### src/rtl/branch_predict_unit.sv
// Branch prediction and resolution: BHT of 2-bit counters plus a tagged BTB on the
// fetch side, branch/jump resolution and table training on the execute side.
// Optional performance counters are built only when BP_PERF_CNT_EN is defined.
module branch_predict_unit #(
    parameter int XLEN        = 32,
    parameter int BHT_ENTRIES = 64,
    parameter int BTB_ENTRIES = 16,
    parameter int CNT_W       = 32
) (
    input  logic             clk_i,
    input  logic             rst_ni,
    input  logic             if_valid_i,
    input  logic [XLEN-1:0]  if_pc_i,
    output logic             pred_taken_o,
    output logic [XLEN-1:0]  pred_target_o,
    input  logic             ex_valid_i,
    input  logic [XLEN-1:0]  ex_pc_i,
    input  logic [XLEN-1:0]  ex_rs1_data_i,
    input  logic [XLEN-1:0]  ex_rs2_data_i,
    input  logic [XLEN-1:0]  ex_imm_i,
    input  logic [2:0]       ex_branch_type_i,
    input  logic             ex_is_jal_i,
    input  logic             ex_is_jalr_i,
    input  logic             ex_pred_taken_i,
    input  logic [XLEN-1:0]  ex_pred_target_i,
    output logic             redirect_valid_o,
    output logic [XLEN-1:0]  redirect_pc_o,
    output logic             resolved_taken_o,
    output logic [CNT_W-1:0] branch_cnt_o,
    output logic [CNT_W-1:0] mispredict_cnt_o
);

    localparam int BHT_IW = $clog2(BHT_ENTRIES);
    localparam int BTB_IW = $clog2(BTB_ENTRIES);
    localparam int TAG_W  = XLEN - BTB_IW - 2;

    localparam logic [2:0] BR_BEQ  = 3'b000;
    localparam logic [2:0] BR_BNE  = 3'b001;
    localparam logic [2:0] BR_BLT  = 3'b100;
    localparam logic [2:0] BR_BGE  = 3'b101;
    localparam logic [2:0] BR_BLTU = 3'b110;
    localparam logic [2:0] BR_BGEU = 3'b111;

    localparam logic [XLEN-1:0] PC_STEP   = {{(XLEN-3){1'b0}}, 3'd4};
    localparam logic [XLEN-1:0] JALR_MASK = {{(XLEN-1){1'b1}}, 1'b0};

    logic [1:0]       bht_r        [BHT_ENTRIES];
    logic [BTB_ENTRIES-1:0] btb_valid_r;
    logic [TAG_W-1:0] btb_tag_r    [BTB_ENTRIES];
    logic [XLEN-1:0]  btb_target_r [BTB_ENTRIES];
    logic             btb_jump_r   [BTB_ENTRIES];

    logic             redirect_valid_r;
    logic [XLEN-1:0]  redirect_pc_r;
    logic             resolved_taken_r;

    logic [BHT_IW-1:0] if_bht_idx_s, ex_bht_idx_s;
    logic [BTB_IW-1:0] if_btb_idx_s, ex_btb_idx_s;
    logic [TAG_W-1:0]  if_tag_s, ex_tag_s;
    logic              btb_hit_s, pred_taken_s;
    logic [XLEN-1:0]   pred_target_s;
    logic              cond_taken_s, is_jump_s, act_taken_s, mispredict_s, accept_s;
    logic [XLEN-1:0]   act_target_s, act_next_pc_s;
    logic [1:0]        bht_next_s;

    assign if_bht_idx_s = if_pc_i[BHT_IW+1:2];
    assign if_btb_idx_s = if_pc_i[BTB_IW+1:2];
    assign if_tag_s     = if_pc_i[XLEN-1:BTB_IW+2];
    assign ex_bht_idx_s = ex_pc_i[BHT_IW+1:2];
    assign ex_btb_idx_s = ex_pc_i[BTB_IW+1:2];
    assign ex_tag_s     = ex_pc_i[XLEN-1:BTB_IW+2];

    // Fetch-side lookup; reads the tables as they stand before this cycle's update.
    always_comb begin
        btb_hit_s    = btb_valid_r[if_btb_idx_s] && (btb_tag_r[if_btb_idx_s] == if_tag_s);
        pred_taken_s = if_valid_i && btb_hit_s &&
                       (btb_jump_r[if_btb_idx_s] || bht_r[if_bht_idx_s][1]);
        if (pred_taken_s) begin
            pred_target_s = btb_target_r[if_btb_idx_s];
        end else begin
            pred_target_s = if_pc_i + PC_STEP;
        end
    end

    // Conditional branch comparison on funct3 encoding.
    always_comb begin
        cond_taken_s = 1'b0;
        case (ex_branch_type_i)
            BR_BEQ:  cond_taken_s = (ex_rs1_data_i == ex_rs2_data_i);
            BR_BNE:  cond_taken_s = (ex_rs1_data_i != ex_rs2_data_i);
            BR_BLT:  cond_taken_s = ($signed(ex_rs1_data_i) <  $signed(ex_rs2_data_i));
            BR_BGE:  cond_taken_s = ($signed(ex_rs1_data_i) >= $signed(ex_rs2_data_i));
            BR_BLTU: cond_taken_s = (ex_rs1_data_i <  ex_rs2_data_i);
            BR_BGEU: cond_taken_s = (ex_rs1_data_i >= ex_rs2_data_i);
            default: cond_taken_s = 1'b0;
        endcase
    end

    // Actual outcome, target and mispredict; JALR takes priority over JAL.
    always_comb begin
        is_jump_s = ex_is_jal_i | ex_is_jalr_i;
        if (ex_is_jalr_i) begin
            act_target_s = (ex_rs1_data_i + ex_imm_i) & JALR_MASK;
        end else begin
            act_target_s = ex_pc_i + ex_imm_i;
        end
        act_taken_s = is_jump_s | cond_taken_s;
        if (act_taken_s) begin
            act_next_pc_s = act_target_s;
        end else begin
            act_next_pc_s = ex_pc_i + PC_STEP;
        end
        mispredict_s = (act_taken_s != ex_pred_taken_i) ||
                       (act_taken_s && (act_target_s != ex_pred_target_i));
        // Instructions arriving while a redirect is out are on the wrong path.
        accept_s = ex_valid_i && !redirect_valid_r;
    end

    // Saturating counter step for the resolving branch.
    always_comb begin
        bht_next_s = bht_r[ex_bht_idx_s];
        if (cond_taken_s) begin
            if (bht_r[ex_bht_idx_s] != 2'b11) begin
                bht_next_s = bht_r[ex_bht_idx_s] + 2'b01;
            end else begin
                bht_next_s = 2'b11;
            end
        end else begin
            if (bht_r[ex_bht_idx_s] != 2'b00) begin
                bht_next_s = bht_r[ex_bht_idx_s] - 2'b01;
            end else begin
                bht_next_s = 2'b00;
            end
        end
    end

    // BHT and BTB valid bits: reset to weakly-not-taken / empty, trained on accept.
    always_ff @(posedge clk_i) begin
        if (!rst_ni) begin
            for (int i = 0; i < BHT_ENTRIES; i++) begin
                bht_r[i] <= 2'b01;
            end
            btb_valid_r <= '0;
        end else if (accept_s) begin
            if (!is_jump_s) begin
                bht_r[ex_bht_idx_s] <= bht_next_s;
            end
            if (act_taken_s) begin
                btb_valid_r[ex_btb_idx_s] <= 1'b1;
            end
        end
    end

    // BTB payload needs no reset; the valid bit guards it.
    always_ff @(posedge clk_i) begin
        if (rst_ni && accept_s && act_taken_s) begin
            btb_tag_r[ex_btb_idx_s]    <= ex_tag_s;
            btb_target_r[ex_btb_idx_s] <= act_target_s;
            btb_jump_r[ex_btb_idx_s]   <= is_jump_s;
        end
    end

    // Registered redirect and trace outcome.
    always_ff @(posedge clk_i) begin
        if (!rst_ni) begin
            redirect_valid_r <= 1'b0;
            redirect_pc_r    <= '0;
            resolved_taken_r <= 1'b0;
        end else begin
            redirect_valid_r <= accept_s && mispredict_s;
            if (accept_s) begin
                resolved_taken_r <= act_taken_s;
                if (mispredict_s) begin
                    redirect_pc_r <= act_next_pc_s;
                end
            end
        end
    end

`ifdef BP_PERF_CNT_EN
    logic [CNT_W-1:0] branch_cnt_r;
    logic [CNT_W-1:0] mispredict_cnt_r;

    // Free-running wrap-around performance counters.
    always_ff @(posedge clk_i) begin
        if (!rst_ni) begin
            branch_cnt_r     <= '0;
            mispredict_cnt_r <= '0;
        end else if (accept_s) begin
            branch_cnt_r <= branch_cnt_r + {{(CNT_W-1){1'b0}}, 1'b1};
            if (mispredict_s) begin
                mispredict_cnt_r <= mispredict_cnt_r + {{(CNT_W-1){1'b0}}, 1'b1};
            end
        end
    end

    assign branch_cnt_o     = branch_cnt_r;
    assign mispredict_cnt_o = mispredict_cnt_r;
`else
    assign branch_cnt_o     = '0;
    assign mispredict_cnt_o = '0;
`endif

    assign pred_taken_o     = pred_taken_s;
    assign pred_target_o    = pred_target_s;
    assign redirect_valid_o = redirect_valid_r;
    assign redirect_pc_o    = redirect_pc_r;
    assign resolved_taken_o = resolved_taken_r;

endmodule

### config.mk
export PLATFORM = sky130hd
export DESIGN_NAME = branch_predict_unit
export DESIGN_NICKNAME = d
export VERILOG_FILES = /design/src/rtl/branch_predict_unit.sv
export SDC_FILE = /design/constraint.sdc
export NUM_CORES = 2
export LEC_CHECK = 0
export BUFFER_PORTS_ARGS = -buffer_cell sky130_fd_sc_hd__buf_2
export CAP_MARGIN = 20
export CORE_MARGIN = 2
export CORE_UTILIZATION = 58
export CTS_CLUSTER_DIAMETER = 100
export DETAILED_ROUTE_END_ITERATION = 10
export PLACE_DENSITY = 0.76
export REMOVE_ABC_BUFFERS = 1
export SETUP_SLACK_MARGIN = 0.3
export SYNTH_ARGS = -nofsm -noshare
export SYNTH_HDL_FRONTEND = slang
export SYNTH_SLANG_ARGS = --single-unit
### constraint.sdc
create_clock -name clk_i -period 10.2 [get_ports clk_i]
set_clock_uncertainty 0.1 [all_clocks]
set_input_delay 1.02 -clock clk_i [delete_from_list [all_inputs] [get_ports clk_i]]
set_output_delay 1.02 -clock clk_i [all_outputs]
set_load 0.01 [all_outputs]
==> key figures <==
Synth
  • Synth Area per Inst: ~16 um^2
  • Synth area leaders: edfxtp_1 (62%), mux4_2 (14%), ha_1 (2.4%), dfxtp_1 (1.9%), nand2_1 (1.7%)
  • Cells after synthesis: approximately 3.3k
  • EDFF count, synth: between 1k and 1.5k
  • Register bit total from synthesis: approximately 1.1k
  • Netlist Area Pre-Place: approximately 52000 um^2
  • Distinct cells, synth: 90
  • Yosys warns: 0
  • Dominant synthesized flop cell: edfxtp_1
  • Area leader, netlist: edfxtp_1
  • Seq/Total Area, Yosys: a little under two thirds
  • Synth top area share: 61.8%
  • Asr flop ratio synth: 0%

Setup path
  • Crit Path Class: in -> out
  • WP data required: between 9 and 10 ns
  • WP buf/inv: 4
  • Slowest stage delay, CP: 0.74 ns
  • CP cell instances: buf_8 > buf_4 > mux4_2 > mux4_2 > xnor2_1 > nand4_1 > nor3_1 > nand4_1 > buf_4 > nor2_1 > a21oi_1 > buf_2
  • Critical Path Sink Type: output pin
  • Data arrival, critical path: ~6.2 ns
  • Worst setup SP type: primary input
  • CP max FO: between 60 and 70
  • Master of the slowest instance on the critical path: nand4_1
  • CP delay by family, top: buffers and inverters

Global routing
  • Busiest grt layer: met2
  • Met2 global-route usage: 54.5%
  • Total Routing Usage GR: 33.2%
  • Vias in the first global route: 32.7k
  • First-pass GRT wire length: 223000 um
  • Pin count of the biggest net entering global routing: 97
  • Gr ovfl total: 0
  • Met3 GRT Util: under 10%
  • Initial antenna violation count: 15
  • Met1 GRT Util: between 40 and 50%

Power
  • Net switching power figure: between 2 and 3 mW
  • Pwr dens: 182 nW/um^2
  • Seq pwr share: between 40% and 50%
  • Static Leak: a little under 20 nW
  • Internal Power: between 7 and 8 mW
  • Clk network pwr share: between 30% and 40%
  • Peak supply drop: around 170 uV
  • Sw Ratio: approximately a quarter
  • Comb pwr share: 12.4%
  • Tot Pwr: approximately 11 mW

STA
  • Hold_ws: 0.350 ns
  • Final Hold Viols: 0
  • Period minus WS final: 7.35 ns
  • Fmax achieved: ~140 MHz
  • Setup TNS: 0 ns
  • Slew HR: 22.6%
  • Final Cycle Share: between 70 and 80%
  • Worst-Margin Slew: roughly 1.2 ns
  • Final Max Tran Viols: 0
  • Final setup fails: 0
  • RSZ-0062 raised after global routing: false

Cells and area
  • Area Growth Syn to Fin: 11.5%
  • Most common cell after layout, fill and taps aside: edfxtp_1
  • Commonest cells after routing, fill and taps aside: edfxtp_1 (1072), mux4_2 (321), buf_2 (263), nand2_1 (237), nor2_1 (168)
  • Layout Nets: between 3k and 4k
  • Final Instance Count excl. Fillers: around 4.8k
  • Layout cells sized above 1: a little under a quarter

Min path
  • Hold/Removal Path Class: reg -> reg

Drt
  • Residual DRC: 0
  • Routed vias: 32.9k
  • Avg WL per Cell: between 30 and 40 um
  • Final WL: roughly 150000 um
  • Vias per std cell: around 7
  • DRT Pass-1 Iters: 6
  • Antenna Violating Nets Remaining: 0
  • Initial DRC count: 4855

Clock network
  • Worst-path clk slew: 0.06 ns
  • Root Driver: clkbuf_16
  • Post-CTS setup buffer count: 0
  • CTS tree: built
  • Post-CTS sizing: 0
  • Max H-tree Level: 3
  • Clk sinks: between 1k and 1.5k
  • Bufs on Longest Clock Path: 3
  • Cts hold-fix bufs: 0
  • Worst-skew pair later-pin latency: approximately 0.67 ns
  • Total CTS buffers: roughly 110

Die
  • Chip Width: 304 um
  • Initial Util: between 50% and 60%
  • Number of I/O pins: roughly 330
  • DIE AREA: around 92000 um^2
  • # rows: between 100 and 150
  • Core Region: a little under 90000 um^2
  • Die H: around 300 um

Placement
  • Placed Cells: between 4k and 5k
  • HPWL Detailed: between 90000 and 100000 um
  • RD Place Congestion: around 0.92
  • PortBufs: about 270

Run status
  • Outcome: finished clean

Run
  • Number of max-cap violations: 0
## power groups by stage
stage	Sequential, mW	Combinational (mW)	Clock [mW]
after CTS	5.25	1.28	4.00
final	5.25	1.31	3.99
after global placement	5.35	1.24	0
after floorplan	5.34	0.703	0
after global routing	5.25	1.39	4.16
after detailed placement	5.35	1.26	0
## flip-flops by register name, summed over array words and instances (netlist names)
register / count
btb_target_r: 512
bht_r: 128
btb_jump_r: 16
btb_valid_r: 16
btb_tag_r: 416
resolved_taken_o: 1
redirect_pc_o: 32
redirect_valid_o: 1
## Yosys cell counts (7+ instances only)
cell       instances
xnor2_1           92
a21o_1            36
nor2_1           181
o211ai_1          43
o21a_1             9
o21ai_0          108
nand4_1           57
xor2_1            75
nand2_1          237
mux2i_1           53
a21oi_1          115
nor3_1            90
a2111oi_0          8
nand3_1           54
and4_1             7
and3_1            29
a31oi_1           18
a22oi_1           52
nand3b_1           9
o21ai_1            8
ha_1              98
nor2b_1           14
dfxtp_1           50
a211oi_1          13
buf_4             66
a22o_1            12
o21bai_1          10
a221oi_1           9
mux4_2           321
and2_1             9
buf_1             42
nand2b_1          11
edfxtp_1        1072
clkbuf_1         148
buf_2             15
inv_1             59
## through the flow
step / cell area [um^2] / setup slack [ns] / utilization (%)
floorplan: 51000 / 1.73 / -
global placement: 54600 / 3.02 / 61.6
CTS: 58100 / 2.81 / 65.5
global route: 58100 / 2.59 / 65.5
finish: 58100 / 2.85 / 65.5
detailed placement: 54600 / 2.91 / 61.6
## routing by layer
| metal | routed length, um | part of all wire, % |
|---|---|---|
| met1 | 53800 | 35 |
| met2 | 74600 | 49 |
| met3 | 18300 | 12 |
| met4 | 6360 | 4.2 |
| met5 | 57 | 0.037 |
## cell families (layout without fill, tap and decap cells)
logic type                 Yosys count  count (layout)  share of synthesized area [%]
and+or+nand+nor                    734             734                           6.61
xor gates and xnor gates           171             171                           2.98
muxes                              380             380                           15.0
adders and majority gates          101             101                           2.45
AOI/OAI and AO/OA                  493             493                           6.27
DFF                               1122            1122                           63.7
other                                1              73                        0.00720
buffers and inverters              333             601                           2.94
## path summary, 6_finish.rpt
kind	from	endpoint	slack, ns	cells after the start
setup / recovery	if_pc_i[2]	pred_target_o[15]	2.85	12
hold / removal	btb_valid_r[6]	btb_valid_r[6]	0.35	1
setup reg to reg	bht_r[1][0]	bht_r[44][1]	6.22	8
hold reg to reg	btb_valid_r[6]	btb_valid_r[6]	0.35	1
## cell type report
type	count	area (um^2)
timing repair buffer	340	1940
antenna	9	22.5
tap	1165	1460
clock inverter	73	667
multi-input combinational	1943	17800
clock buffer	128	2800
fill	5982	30600
sequential	1122	33200
inverter	60	225
Power figures use the tool's default switching activity.
